==> src/rtl/skid_pkg.sv <==
// Shared types for the skid buffer: FSM state encoding and occupancy counter width.
// Latency: n/a (declarations only).
// Backpressure: n/a (declarations only).
package skid_pkg;

    // Occupancy counter width; it holds 0, 1 or 2 words.
    localparam int COUNT_W = 2;

    // EMPTY: nothing held. ONE: main valid. FULL: main and skid valid.
    typedef enum logic [1:0] {
        EMPTY = 2'd0,
        ONE   = 2'd1,
        FULL  = 2'd2
    } state_t;

    // Number of words held in a given state.
    function automatic logic [COUNT_W-1:0] state_count(input state_t s);
        logic [COUNT_W-1:0] c;
        case (s)
            ONE:     c = 2'd1;
            FULL:    c = 2'd2;
            default: c = 2'd0;
        endcase
        return c;
    endfunction

endpackage

==> src/rtl/skid_buffer_data_reg.sv <==
// WIDTH-bit storage register with load enable, cleared to zero on reset.
// Latency: 1 cycle from load to q.
// Backpressure: none; holds its value whenever load is low.
//
// Ports:
//   clk, rst  clock and asynchronous active-high reset
//   load      capture d on the next rising edge
//   d         next value
//   q         stored value
module data_reg #(
    parameter int WIDTH = 8
) (
    input  logic             clk,
    input  logic             rst,
    input  logic             load,
    input  logic [WIDTH-1:0] d,
    output logic [WIDTH-1:0] q
);

    always_ff @(posedge clk or posedge rst) begin
        if (rst) begin
            q <= '0;
        end else if (load) begin
            q <= d;
        end
    end

endmodule

==> src/rtl/skid_buffer.sv <==
// Two-entry skid buffer that fully registers a valid/ready channel in both directions.
// Latency: 1 cycle from an accepted input to out_valid; sustains 1 word/cycle.
// Backpressure: in_ready is a flop that drops only when both entries are held, so
//               out_ready never reaches in_ready combinationally; the skid entry
//               absorbs the word that arrives in the cycle the stall is noticed.
//
// Ports:
//   clk, rst             clock and asynchronous active-high reset
//   in_valid/in_ready    upstream handshake, in_data payload
//   out_valid/out_ready  downstream handshake, out_data payload (from main register)
//   count                words currently held (0, 1 or 2)
module skid_buffer
    import skid_pkg::*;
#(
    parameter int WIDTH = 8
) (
    input  logic               clk,
    input  logic               rst,
    input  logic               in_valid,
    input  logic [WIDTH-1:0]   in_data,
    output logic               in_ready,
    output logic               out_valid,
    output logic [WIDTH-1:0]   out_data,
    input  logic               out_ready,
    output logic [COUNT_W-1:0] count
);

    state_t             state;
    state_t             next_state;

    logic               in_ready_reg;
    logic               out_valid_reg;
    logic [COUNT_W-1:0] count_reg;

    logic               in_xfer;
    logic               out_xfer;

    logic               load_main;
    logic               load_skid;
    logic               main_from_skid;
    logic [WIDTH-1:0]   main_d;
    logic [WIDTH-1:0]   main_q;
    logic [WIDTH-1:0]   skid_q;

    // Handshakes use only registered ready/valid, so a transfer is decided
    // purely by flops plus the partner's input.
    assign in_xfer  = in_valid && in_ready_reg;
    assign out_xfer = out_valid_reg && out_ready;

    // State register. The handshake outputs are flopped from next_state so
    // they are true registers rather than decodes of the state vector.
    always_ff @(posedge clk or posedge rst) begin
        if (rst) begin
            state         <= EMPTY;
            in_ready_reg  <= 1'b1;
            out_valid_reg <= 1'b0;
            count_reg     <= '0;
        end else begin
            state         <= next_state;
            in_ready_reg  <= (next_state != FULL);
            out_valid_reg <= (next_state != EMPTY);
            count_reg     <= state_count(next_state);
        end
    end

    // Next-state logic.
    always_comb begin
        next_state = state;
        case (state)
            EMPTY: begin
                if (in_xfer) next_state = ONE;
            end
            ONE: begin
                if (in_xfer && !out_xfer)      next_state = FULL;
                else if (!in_xfer && out_xfer) next_state = EMPTY;
            end
            FULL: begin
                // in_ready is low here, so only the drain side can move.
                if (out_xfer) next_state = ONE;
            end
            default: next_state = EMPTY;
        endcase
    end

    // Datapath control.
    always_comb begin
        load_main      = 1'b0;
        load_skid      = 1'b0;
        main_from_skid = 1'b0;
        case (state)
            EMPTY: begin
                load_main = in_xfer;
            end
            ONE: begin
                // Head leaving with a new word arriving: the new word becomes
                // the head. Head staying: the new word parks in skid.
                load_main = in_xfer && out_xfer;
                load_skid = in_xfer && !out_xfer;
            end
            FULL: begin
                load_main      = out_xfer;
                main_from_skid = 1'b1;
            end
            default: begin
                load_main = 1'b0;
            end
        endcase
    end

    assign main_d = main_from_skid ? skid_q : in_data;

    data_reg #(.WIDTH(WIDTH)) u_main (
        .clk  (clk),
        .rst  (rst),
        .load (load_main),
        .d    (main_d),
        .q    (main_q)
    );

    data_reg #(.WIDTH(WIDTH)) u_skid (
        .clk  (clk),
        .rst  (rst),
        .load (load_skid),
        .d    (in_data),
        .q    (skid_q)
    );

    assign in_ready  = in_ready_reg;
    assign out_valid = out_valid_reg;
    assign out_data  = main_q;
    assign count     = count_reg;

endmodule

==> config.mk <==
export PLATFORM = sky130hd
export DESIGN_NAME = skid_buffer
export DESIGN_NICKNAME = d
export VERILOG_FILES = /design/src/rtl/skid_pkg.sv /design/src/rtl/skid_buffer_data_reg.sv /design/src/rtl/skid_buffer.sv
export SDC_FILE = /design/constraint.sdc
export NUM_CORES = 1
export LEC_CHECK = 0
export ABC_CLOCK_PERIOD_IN_PS = 2370
export CORE_UTILIZATION = 48
export CTS_CLUSTER_SIZE = 12
export DETAILED_ROUTE_END_ITERATION = 16
export PLACE_DENSITY = 0.84
export REMOVE_ABC_BUFFERS = 1
export SKIP_LAST_GASP = 1
export SYNTH_ARGS = -nofsm -noshare
export SYNTH_HDL_FRONTEND = slang
export SYNTH_SLANG_ARGS = --single-unit
==> constraint.sdc <==
create_clock -name clk -period 2.37 [get_ports clk]
set_clock_uncertainty 0.2 [all_clocks]
set_input_delay 0.237 -clock clk [delete_from_list [all_inputs] [get_ports clk]]
set_output_delay 0.237 -clock clk [all_outputs]
set_load 0.02 [all_outputs]
==> results.txt <==
IO Port Bufs: 23
width of the die: 48.0 µm
combinational power share: 0.475
largest net degree at the start of global routing: 23
Setup Crit Path Kind: flop to flop
vias: 616
Max rail drop VDD: 0.884 mV
Mean Syn Cell Area: 15.8 µm²
f_max: 513 MHz
WL final: 1.82 mm
TritonCTS Buffers: 3
initial antenna violation count: 0
Layout area overhead: 29.6%
commonest non-fill, non-tap cell in the layout: clkdlybuf4s50_1
Die Ht: 48.0 µm
CP endpoint kind: flop
Switching Share: 0.328
critical path fanouts, max: 8
FF+latch count, synth: 22
GRT Total Usage: 0.178
Initial Utilization: 0.511
worst hold path type: input pin to asynchronous set/reset pin
# DRC: 0
unique cell type count in the Yosys netlist: 18
CTS Sinks: 22
Post-CTS Resized: 0
die area: 2300 µm²
status: completed
ANT cells: 0
share of the synthesized area in the top cell type: 0.519
first-pass GRT wire length: 2.72 mm
fillers: 155
# rows: 16
antenna viol nets, final: 0
RSZ-0062 raised after global routing: false
final cycle utilization of the critical path: 0.822
NetSw: 607 µW
largest area contributor in the synthesized netlist: dfrtp_1
minimum clock period after layout: 1950 ps
Final Util: 0.663
Max Cap Viol: 0
Pint: 1240 µW
met2 wire len: 953 µm
Core Box Area: 1980 µm²
Final TNS setup: 0 ps
CTS tree: yes
routability cong.: 0.683
vias in the first global route: 593
top sig layer: met4
Pwr per Cell Area: 1410 nW/µm²
postcts setup bufs: 0
Max Root-Sink Buffers: 2
Seq. cell area: 552 µm²
CTS root buffer: clkbuf_4
Nets: 104
H-tree depth: 1
Ports: 24
Post-Synthesis Cells: 64
count of final max-slew check failures: 0
DRT met1 WL: 780 µm
Warnings, synthesis: 0
most frequent cells in the layout: 23 x clkdlybuf4s50_1, 21 x dfrtp_1, 14 x mux2_2
Hold Buf Count CTS: 0
DR vias/cell: 5.22
DR WL met3: 70 µm
ranking of synthesized cells by area: dfrtp_1 52%, mux2_2 16%, mux2_4 15%, o32ai_4 2.7%, dfstp_2 2.6%
area taken by multi-input logic gates: 423 µm²
Clk pwr share: 0.153
Worst-path clk slew: 130 ps
Regs by FF count: u_main.q (8), u_skid.q (8)
worst slew pin tran: 579 ps
sequential share of power: 0.373
Avg WL per Cell: 15.4 µm
detailed placement HPWL: 1.29 mm
Setup Viol. Count Final: 0
WP data arrival: 1940 ps
GRT overflow: 0
Leak: 0.000569 µW
startpoint types: flop
clock latency on the worst-skew pair: 300 ps
share of layout cells above drive strength 1: 0.374
Worst slew margin: 0.614
Worst Path Required: 2360 ps
initial drt markers: 9
Initial DRT Pass Iterations: 4
R2R cell count: 3
Final Hold Fails: 0
synthesized area: 1010 µm²
sequential element share of the synthesized area: 0.544
-- final timing paths --
check | slack (ps) | startpoint | to
hold / removal | 50 | rst | u_skid.q[5]
setup reg to reg | 420 | in_ready | u_main.q[6]
setup / recovery | 420 | in_ready | u_main.q[6]
max in group asynchronous | 1640 | rst | in_ready
hold reg to reg | 320 | u_skid.q[4] | u_skid.q[4]
min in group clk | 320 | u_skid.q[4] | u_skid.q[4]
-- synthesized netlist by cell type --
library cell  instances
dfstp_2               1
nand2_1               2
nand2b_2              1
buf_6                 1
o21ai_0               1
a21boi_1              1
nand4b_1              1
buf_12                1
inv_1                 2
dfrtp_1              21
a21oi_2               1
o32ai_4               1
mux2_2               14
mux2_4               10
a21boi_0              2
o22ai_1               2
xor2_1                1
a21oi_1               1
-- power groups by stage --
stage | sequential [µW] | combinational [µW] | clock, µW
global route | 710 | 941 | 303
finish | 689 | 877 | 282
detailed placement | 698 | 881 | 0
CTS | 692 | 885 | 288
floorplan | 799 | 451 | 0
global placement | 685 | 855 | 0
-- critical path: stages (launching register included) --
cell and delay, ps:
dfstp_2 580, nand2_1 110, o32ai_4 560, mux2_2 400
-- logic make-up (layout without fill, tap and decap cells) --
group,Yosys count,count (layout),share of synthesized area
muxes,24,24,0.304
DFF,22,22,0.544
AOI/OAI and AO/OA,9,9,0.0802
and+or+nand+nor,4,4,0.0247
buffers and inverters,4,31,0.0383
xor gates and xnor gates,1,1,0.00864
-- layer usage --
metal / vias up / track usage
li1: 285 / -
met1: 309 / 0.213
met2: 20 / 0.316
met3: 2 / 0.0453
met4: 0 / 0.0500
met5: - / 0
-- stage by stage --
stage	area [µm²]	total power, µW	setup WS, ps	hold slack (ps)	instances
final	1310	1850	422	45.2	118
after global placement	1260	1540	270	286	114
after floorplan	982	1250	487	25.5	62
after CTS	1310	1860	410	56.0	118
after global routing	1310	1950	349	80.7	118
after detailed placement	1260	1580	193	296	114
-- final cells by class --
| cell class | count | share of cell area |
|---|---|---|
| well taps | 27 | 0.0257 |
| repair buffers | 25 | 0.187 |
| clock buffers | 3 | 0.0171 |
| clock inverters | 1 | 0.0229 |
| flip-flops and latches | 22 | 0.420 |
| inverters | 2 | 0.00571 |
| multi-input cells | 38 | 0.322 |
No activity file was read; power rests on OpenSTA's default activity.
